## src/rtl/core_pkg.sv

```systemverilog
// Shared core definitions: result-source codes, Tnew constants and the
// scoreboard entry layout used by the hazard logic and the opcode decoder.
package core_pkg;

  localparam logic [1:0] RES_NW  = 2'b00;
  localparam logic [1:0] RES_ALU = 2'b01;
  localparam logic [1:0] RES_DM  = 2'b10;
  localparam logic [1:0] RES_PC  = 2'b11;

  localparam logic [1:0] TNEW_ALU = 2'd1;
  localparam logic [1:0] TNEW_DM  = 2'd2;
  localparam logic [1:0] TNEW_PC  = 2'd0;

  typedef struct packed {
    logic       valid;
    logic [4:0] dst;
    logic [1:0] res;
    logic [1:0] tnew;
  } sb_entry_t;

  // Cycles until the result exists, counted from the producer's entry into E.
  function automatic logic [1:0] tnew_of(input logic [1:0] res);
    case (res)
      RES_ALU: tnew_of = TNEW_ALU;
      RES_DM:  tnew_of = TNEW_DM;
      RES_PC:  tnew_of = TNEW_PC;
      default: tnew_of = 2'd0;
    endcase
  endfunction

endpackage

```

## src/rtl/sb_match_pri.sv

```systemverilog
// Priority match of one source register against all in-flight entries;
// reports the youngest producing stage and its remaining Tnew.
module sb_match_pri
  import core_pkg::*;
#(
  parameter int NUM_STAGES = 3,
  parameter int SELW       = $clog2(NUM_STAGES + 1)
) (
  input  sb_entry_t [NUM_STAGES:1] entries,
  input  logic [4:0]               src,
  output logic [SELW-1:0]          sel,
  output logic [1:0]               tnew
);

  logic [NUM_STAGES:1] hit;

  genvar gi;
  generate
    for (gi = 1; gi <= NUM_STAGES; gi++) begin : g_hit
      // $0 and non-writing producers never match.
      assign hit[gi] = entries[gi].valid && (entries[gi].res != RES_NW) &&
                       (entries[gi].dst != 5'd0) && (entries[gi].dst == src);
    end
  endgenerate

  // Scan oldest to youngest so the lowest stage index wins.
  always_comb begin
    sel  = '0;
    tnew = 2'd0;
    for (int k = NUM_STAGES; k >= 1; k--) begin
      if (hit[k]) begin
        sel  = SELW'(k);
        tnew = entries[k].tnew;
      end
    end
  end

endmodule

```

## src/rtl/res_scoreboard.sv

```systemverilog
// Result-source scoreboard beside the D stage: tracks in-flight producers and
// the MDU busy time, and derives the decode stall and forward selects.
module res_scoreboard
  import core_pkg::*;
#(
  parameter int  NUM_STAGES = 3,
  parameter int  MULT_LAT   = 5,
  parameter int  DIV_LAT    = 10,
  localparam int SELW       = $clog2(NUM_STAGES + 1)
) (
  input  logic            clk,
  input  logic            reset_n,
  input  logic            d_valid,
  input  logic [4:0]      d_dst,
  input  logic [1:0]      d_res,
  input  logic [4:0]      d_rs,
  input  logic [4:0]      d_rt,
  input  logic [1:0]      d_rs_tuse,
  input  logic [1:0]      d_rt_tuse,
  input  logic            d_md_start,
  input  logic            d_md_is_div,
  input  logic            d_md_use,
  input  logic            flush,
  output logic            stall,
  output logic [SELW-1:0] fwd_rs_sel,
  output logic [SELW-1:0] fwd_rt_sel,
  output logic            md_busy
);

  localparam int CNTW = $clog2(DIV_LAT + 1);

  sb_entry_t [NUM_STAGES:1]   ent_reg;
  sb_entry_t [NUM_STAGES:1]   ent_next;
  sb_entry_t [NUM_STAGES-1:1] ent_aged;

  logic [CNTW-1:0] md_cnt_reg, md_cnt_next;
  logic            md_in_e_reg, md_in_e_next;
  logic [1:0]      rs_tnew, rt_tnew;
  logic            data_stall, md_stall, issue, md_issue;

  sb_match_pri #(.NUM_STAGES(NUM_STAGES), .SELW(SELW)) u_match_rs (
    .entries (ent_reg),
    .src     (d_rs),
    .sel     (fwd_rs_sel),
    .tnew    (rs_tnew)
  );

  sb_match_pri #(.NUM_STAGES(NUM_STAGES), .SELW(SELW)) u_match_rt (
    .entries (ent_reg),
    .src     (d_rt),
    .sel     (fwd_rt_sel),
    .tnew    (rt_tnew)
  );

  // Tnew is zero when nothing matches, so a miss can never stall.
  assign data_stall = d_valid && ((rs_tnew > d_rs_tuse) || (rt_tnew > d_rt_tuse));
  assign md_busy    = (md_cnt_reg != '0);
  assign md_stall   = d_valid && (d_md_use || d_md_start) && (md_busy || md_in_e_reg);
  assign stall      = data_stall || md_stall;

  assign issue    = d_valid && !stall && !flush;
  assign md_issue = issue && d_md_start;

  genvar gi;
  generate
    for (gi = 1; gi < NUM_STAGES; gi++) begin : g_age
      always_comb begin
        ent_aged[gi]      = ent_reg[gi];
        ent_aged[gi].tnew = (ent_reg[gi].tnew == 2'd0) ? 2'd0 : ent_reg[gi].tnew - 2'd1;
      end
    end
  endgenerate

  // The W entry always retires; a flush empties everything younger than it.
  always_comb begin
    ent_next = '0;
    if (!flush) begin
      for (int k = 2; k <= NUM_STAGES; k++) begin
        ent_next[k] = ent_aged[k-1];
      end
      if (issue) begin
        ent_next[1].valid = 1'b1;
        ent_next[1].dst   = d_dst;
        ent_next[1].res   = d_res;
        ent_next[1].tnew  = tnew_of(d_res);
      end
    end
  end

  // The count holds while the operation sits in E, so a dependent op waits LAT+1 cycles.
  always_comb begin
    md_cnt_next  = md_cnt_reg;
    md_in_e_next = md_issue;
    if (md_issue) begin
      md_cnt_next = d_md_is_div ? CNTW'(DIV_LAT) : CNTW'(MULT_LAT);
    end else if (md_busy && !md_in_e_reg) begin
      md_cnt_next = md_cnt_reg - CNTW'(1);
    end
  end

  always_ff @(posedge clk or negedge reset_n) begin
    if (!reset_n) begin
      ent_reg     <= '0;
      md_cnt_reg  <= '0;
      md_in_e_reg <= 1'b0;
    end else begin
      ent_reg     <= ent_next;
      md_cnt_reg  <= md_cnt_next;
      md_in_e_reg <= md_in_e_next;
    end
  end

endmodule
```

## config.mk

```make
export PLATFORM = sky130hd
export DESIGN_NAME = res_scoreboard
export DESIGN_NICKNAME = d
export VERILOG_FILES = /design/src/rtl/core_pkg.sv /design/src/rtl/sb_match_pri.sv /design/src/rtl/res_scoreboard.sv
export SDC_FILE = /design/constraint.sdc
export NUM_CORES = 1
export LEC_CHECK = 0
export BUFFER_PORTS_ARGS = -buffer_cell sky130_fd_sc_hd__buf_4
export CORE_ASPECT_RATIO = 1.4
export CORE_MARGIN = 3
export CORE_UTILIZATION = 56
export DETAILED_ROUTE_END_ITERATION = 8
export PLACE_DENSITY_LB_ADDON = 0.25
export SYNTH_ARGS = -nofsm -noshare
export SYNTH_HDL_FRONTEND = slang
export SYNTH_HIERARCHICAL = 1
export SYNTH_SLANG_ARGS = --single-unit
```

## constraint.sdc

```tcl
create_clock -name clk -period 4.01 [get_ports clk]
set_clock_uncertainty 0.2 [all_clocks]
set_input_delay 0 -clock clk [delete_from_list [all_inputs] [get_ports clk]]
set_output_delay 0 -clock clk [all_outputs]
set_load 0.01 [all_outputs]
```

==> metrics <==
status=completed; Synth area leaders=dfrtp_1 41%, xnor2_1 7.9%, nor2b_1 5.6%; CTS H-tree lvls=2; P&R area growth vs syn=28.3%; Root Buffer=clkbuf_8; synth cell count leaders=35 x dfrtp_1, 19 x nor2b_1, 19 x xnor2_1; drt pass-1 iters=4; final total power=1.05 mW; worst setup path class=reg -> reg; GRT Total Usage=24.2%; Final Net Count=289; Rows=25; vias in the first global route=1,793; overall die width=57.9 µm; Final HPWL DP=3.55 mm; Worst path max stage delay=0.57 ns; setup ws final=0.551 ns; maximum number of pins on one net before global-route repair=31; n_diodes=0; core footprint=3500 µm²; Netlist cell types=46; endpoint class of the critical path=register; post-route setup TNS=0 ns; dpl cells=271; Synthesized Nets=234; final hold vios=0; M1 WL=1.91 mm; CP startpoint kind=register; clock slew at reported path FFs=0.08 ns; Post-synth ARST share=100%; fmax=289 MHz; Clock Latency Late Sink=0.29 ns; Yosys Warn Count=6; Slew Viols, Final=0; crit-path max FO=5; final hold slack=0.0142 ns; r2r setup slk=0.55 ns; Fillers=258; dpl cell area=2400 µm²; post_cts resized=0; Worst path slowest cell=dlygate4sd3_1; #FFs+latches synth=35; Setup WS pre-CTS=1.02 ns; EDFF count, synth=0; CTS Buf Count=5; Max IR drop VDD=374 µV; most frequent cell after synthesis=dfrtp_1; Worst path top cell family by delay=simple AND/OR/NAND/NOR gates; grt total ovfl=0; endpoints failing setup=0; minimum clock period=3.46 ns; uppermost layer routed=met4; fin util=77.3%; via/cell ratio=5.75; Seq. cell area=876 µm²; Seq/Total Area, Yosys=41.5%; Slew @ Worst Pin=0.471 ns; post-route cell area=2710 µm²; Met2 Wirelength=2.62 mm; cells along the critical path=or4_4 -> o211ai_2 -> o2111ai_1 -> a31oi_1 -> ha_1 -> nor2b_1 -> o21ai_2 -> nand4_2 -> nor3b_1 -> dlygate4sd3_1; Final ANT Viol Nets=0; Initial Util=60.2%; IO Count=34; multi-input logic area=1190 µm²; max FFs per register=16; port buffer count=33; Non-Filler Instances=296; DRC Markers=0; # Max-Cap Violations=0; CTS Buffer Depth=2; post-CTS setup buffers=0; power density cells=387 nW/µm²; Starting DRT DRC Count=41; Worst EP required=4.05 ns; Detailed Route WL=4.81 mm; most common flop cell mapped by yosys=dfrtp_1; # clock sinks=35; met3 WL=145 µm; Wirelength per Cell=16.2 µm; layout cells sized above 1=25.8%; first-pass GRT wire length=8.27 mm; Pleak=1.25 nW; Slew Limit Headroom=68.3%; Die Area=4550 µm²; Period Utilization, post-route=86.3%; initial antenna violation count=0; Cell Area, Synth=2110 µm²; Buf/Inv on CP=1; CTS tree=done; cts hold-fix bufs=17; post-synthesis average cell area=10.6 µm²; die height=78.6 µm; RSZ-0062 raised after global routing=no; GPL Wtd Cong=0.832; Post-Syn Instances=200; Synth top area share=41.5%; cell accounting for the most synthesized area=dfrtp_1; crit path DAT=3.50 ns; Hold Path Class=in -> reg; via count=1,702
[layout make-up]
cell class,count,area share (%)
flip-flops and latches,35,32.3
inverters,11,1.52
repair buffers,50,15.4
clock inverters,3,2.50
multi-input cells,152,43.8
well taps,40,1.85
clock buffers,5,2.54
[logic make-up after synthesis]
logic type	Yosys count	share of synthesized area, %
buffers and inverters	13	2.31
DFF	35	41.5
AOI/OAI and AO/OA	34	13.6
adders and majority gates	6	3.56
xor gates and xnor gates	29	12.0
muxes	3	1.66
and+or+nand+nor	80	25.3
[per-layer routing]
layer	GRT usage, %	vias up
li1	-	831
met1	27.2	826
met2	43.0	33
met5	0	-
met3	4.93	12
met4	10.7	0
[path summary, 6_finish.rpt]
check | cells after the start | to | start
min in group asynchronous | 3 | ent_aged[17]$_DFF_PN0_ | reset_n
max in group asynchronous | 4 | ent_aged[16]$_DFF_PN0_ | reset_n
setup / recovery | 10 | ent_reg[0]$_DFF_PN0_ | ent_aged[15]$_DFF_PN0_
hold reg to reg | 1 | ent_reg[20]$_DFF_PN0_ | ent_reg[10]$_DFF_PN0_
setup reg to reg | 10 | ent_reg[0]$_DFF_PN0_ | ent_aged[15]$_DFF_PN0_
hold / removal | 4 | ent_aged[9]$_DFF_PN0_ | d_valid
[placed cells by master (no fill, tap or decap), types with 3 or more instances in the layout]
| cell type | synthesis | final |
|---|---|---|
| a31oi_1 | 4 | 4 |
| nand3_1 | 7 | 7 |
| ha_1 | 6 | 6 |
| and2_1 | 10 | 10 |
| nor3b_1 | 4 | 4 |
| inv_1 | 10 | 10 |
| dlygate4sd3_1 | 0 | 17 |
| buf_4 | 0 | 33 |
| nor4_1 | 6 | 6 |
| o21ai_0 | 4 | 4 |
| nor2_1 | 4 | 4 |
| xor2_1 | 10 | 10 |
| o2111ai_1 | 4 | 4 |
| xnor2_1 | 19 | 19 |
| nand2_1 | 7 | 7 |
| dfrtp_1 | 35 | 35 |
| or4_4 | 3 | 3 |
| clkbuf_8 | 0 | 5 |
| nor2b_1 | 19 | 19 |
[where the power goes]
| group | internal, mW | switching (mW) | leakage [nW] | total, mW |
|---|---|---|---|---|
| Combinational | 0.139 | 0.117 | 0.704 | 0.255 |
| Clock | 0.248 | 0.132 | 0.0644 | 0.379 |
| Sequential | 0.382 | 0.0305 | 0.479 | 0.412 |
[worst min-delay path: cells and delay by family]
family                 cells  cell delay (ns)
and+or+nand+nor            2             0.27
buffers and inverters      2             0.18
(Power assumes the default switching activity.)
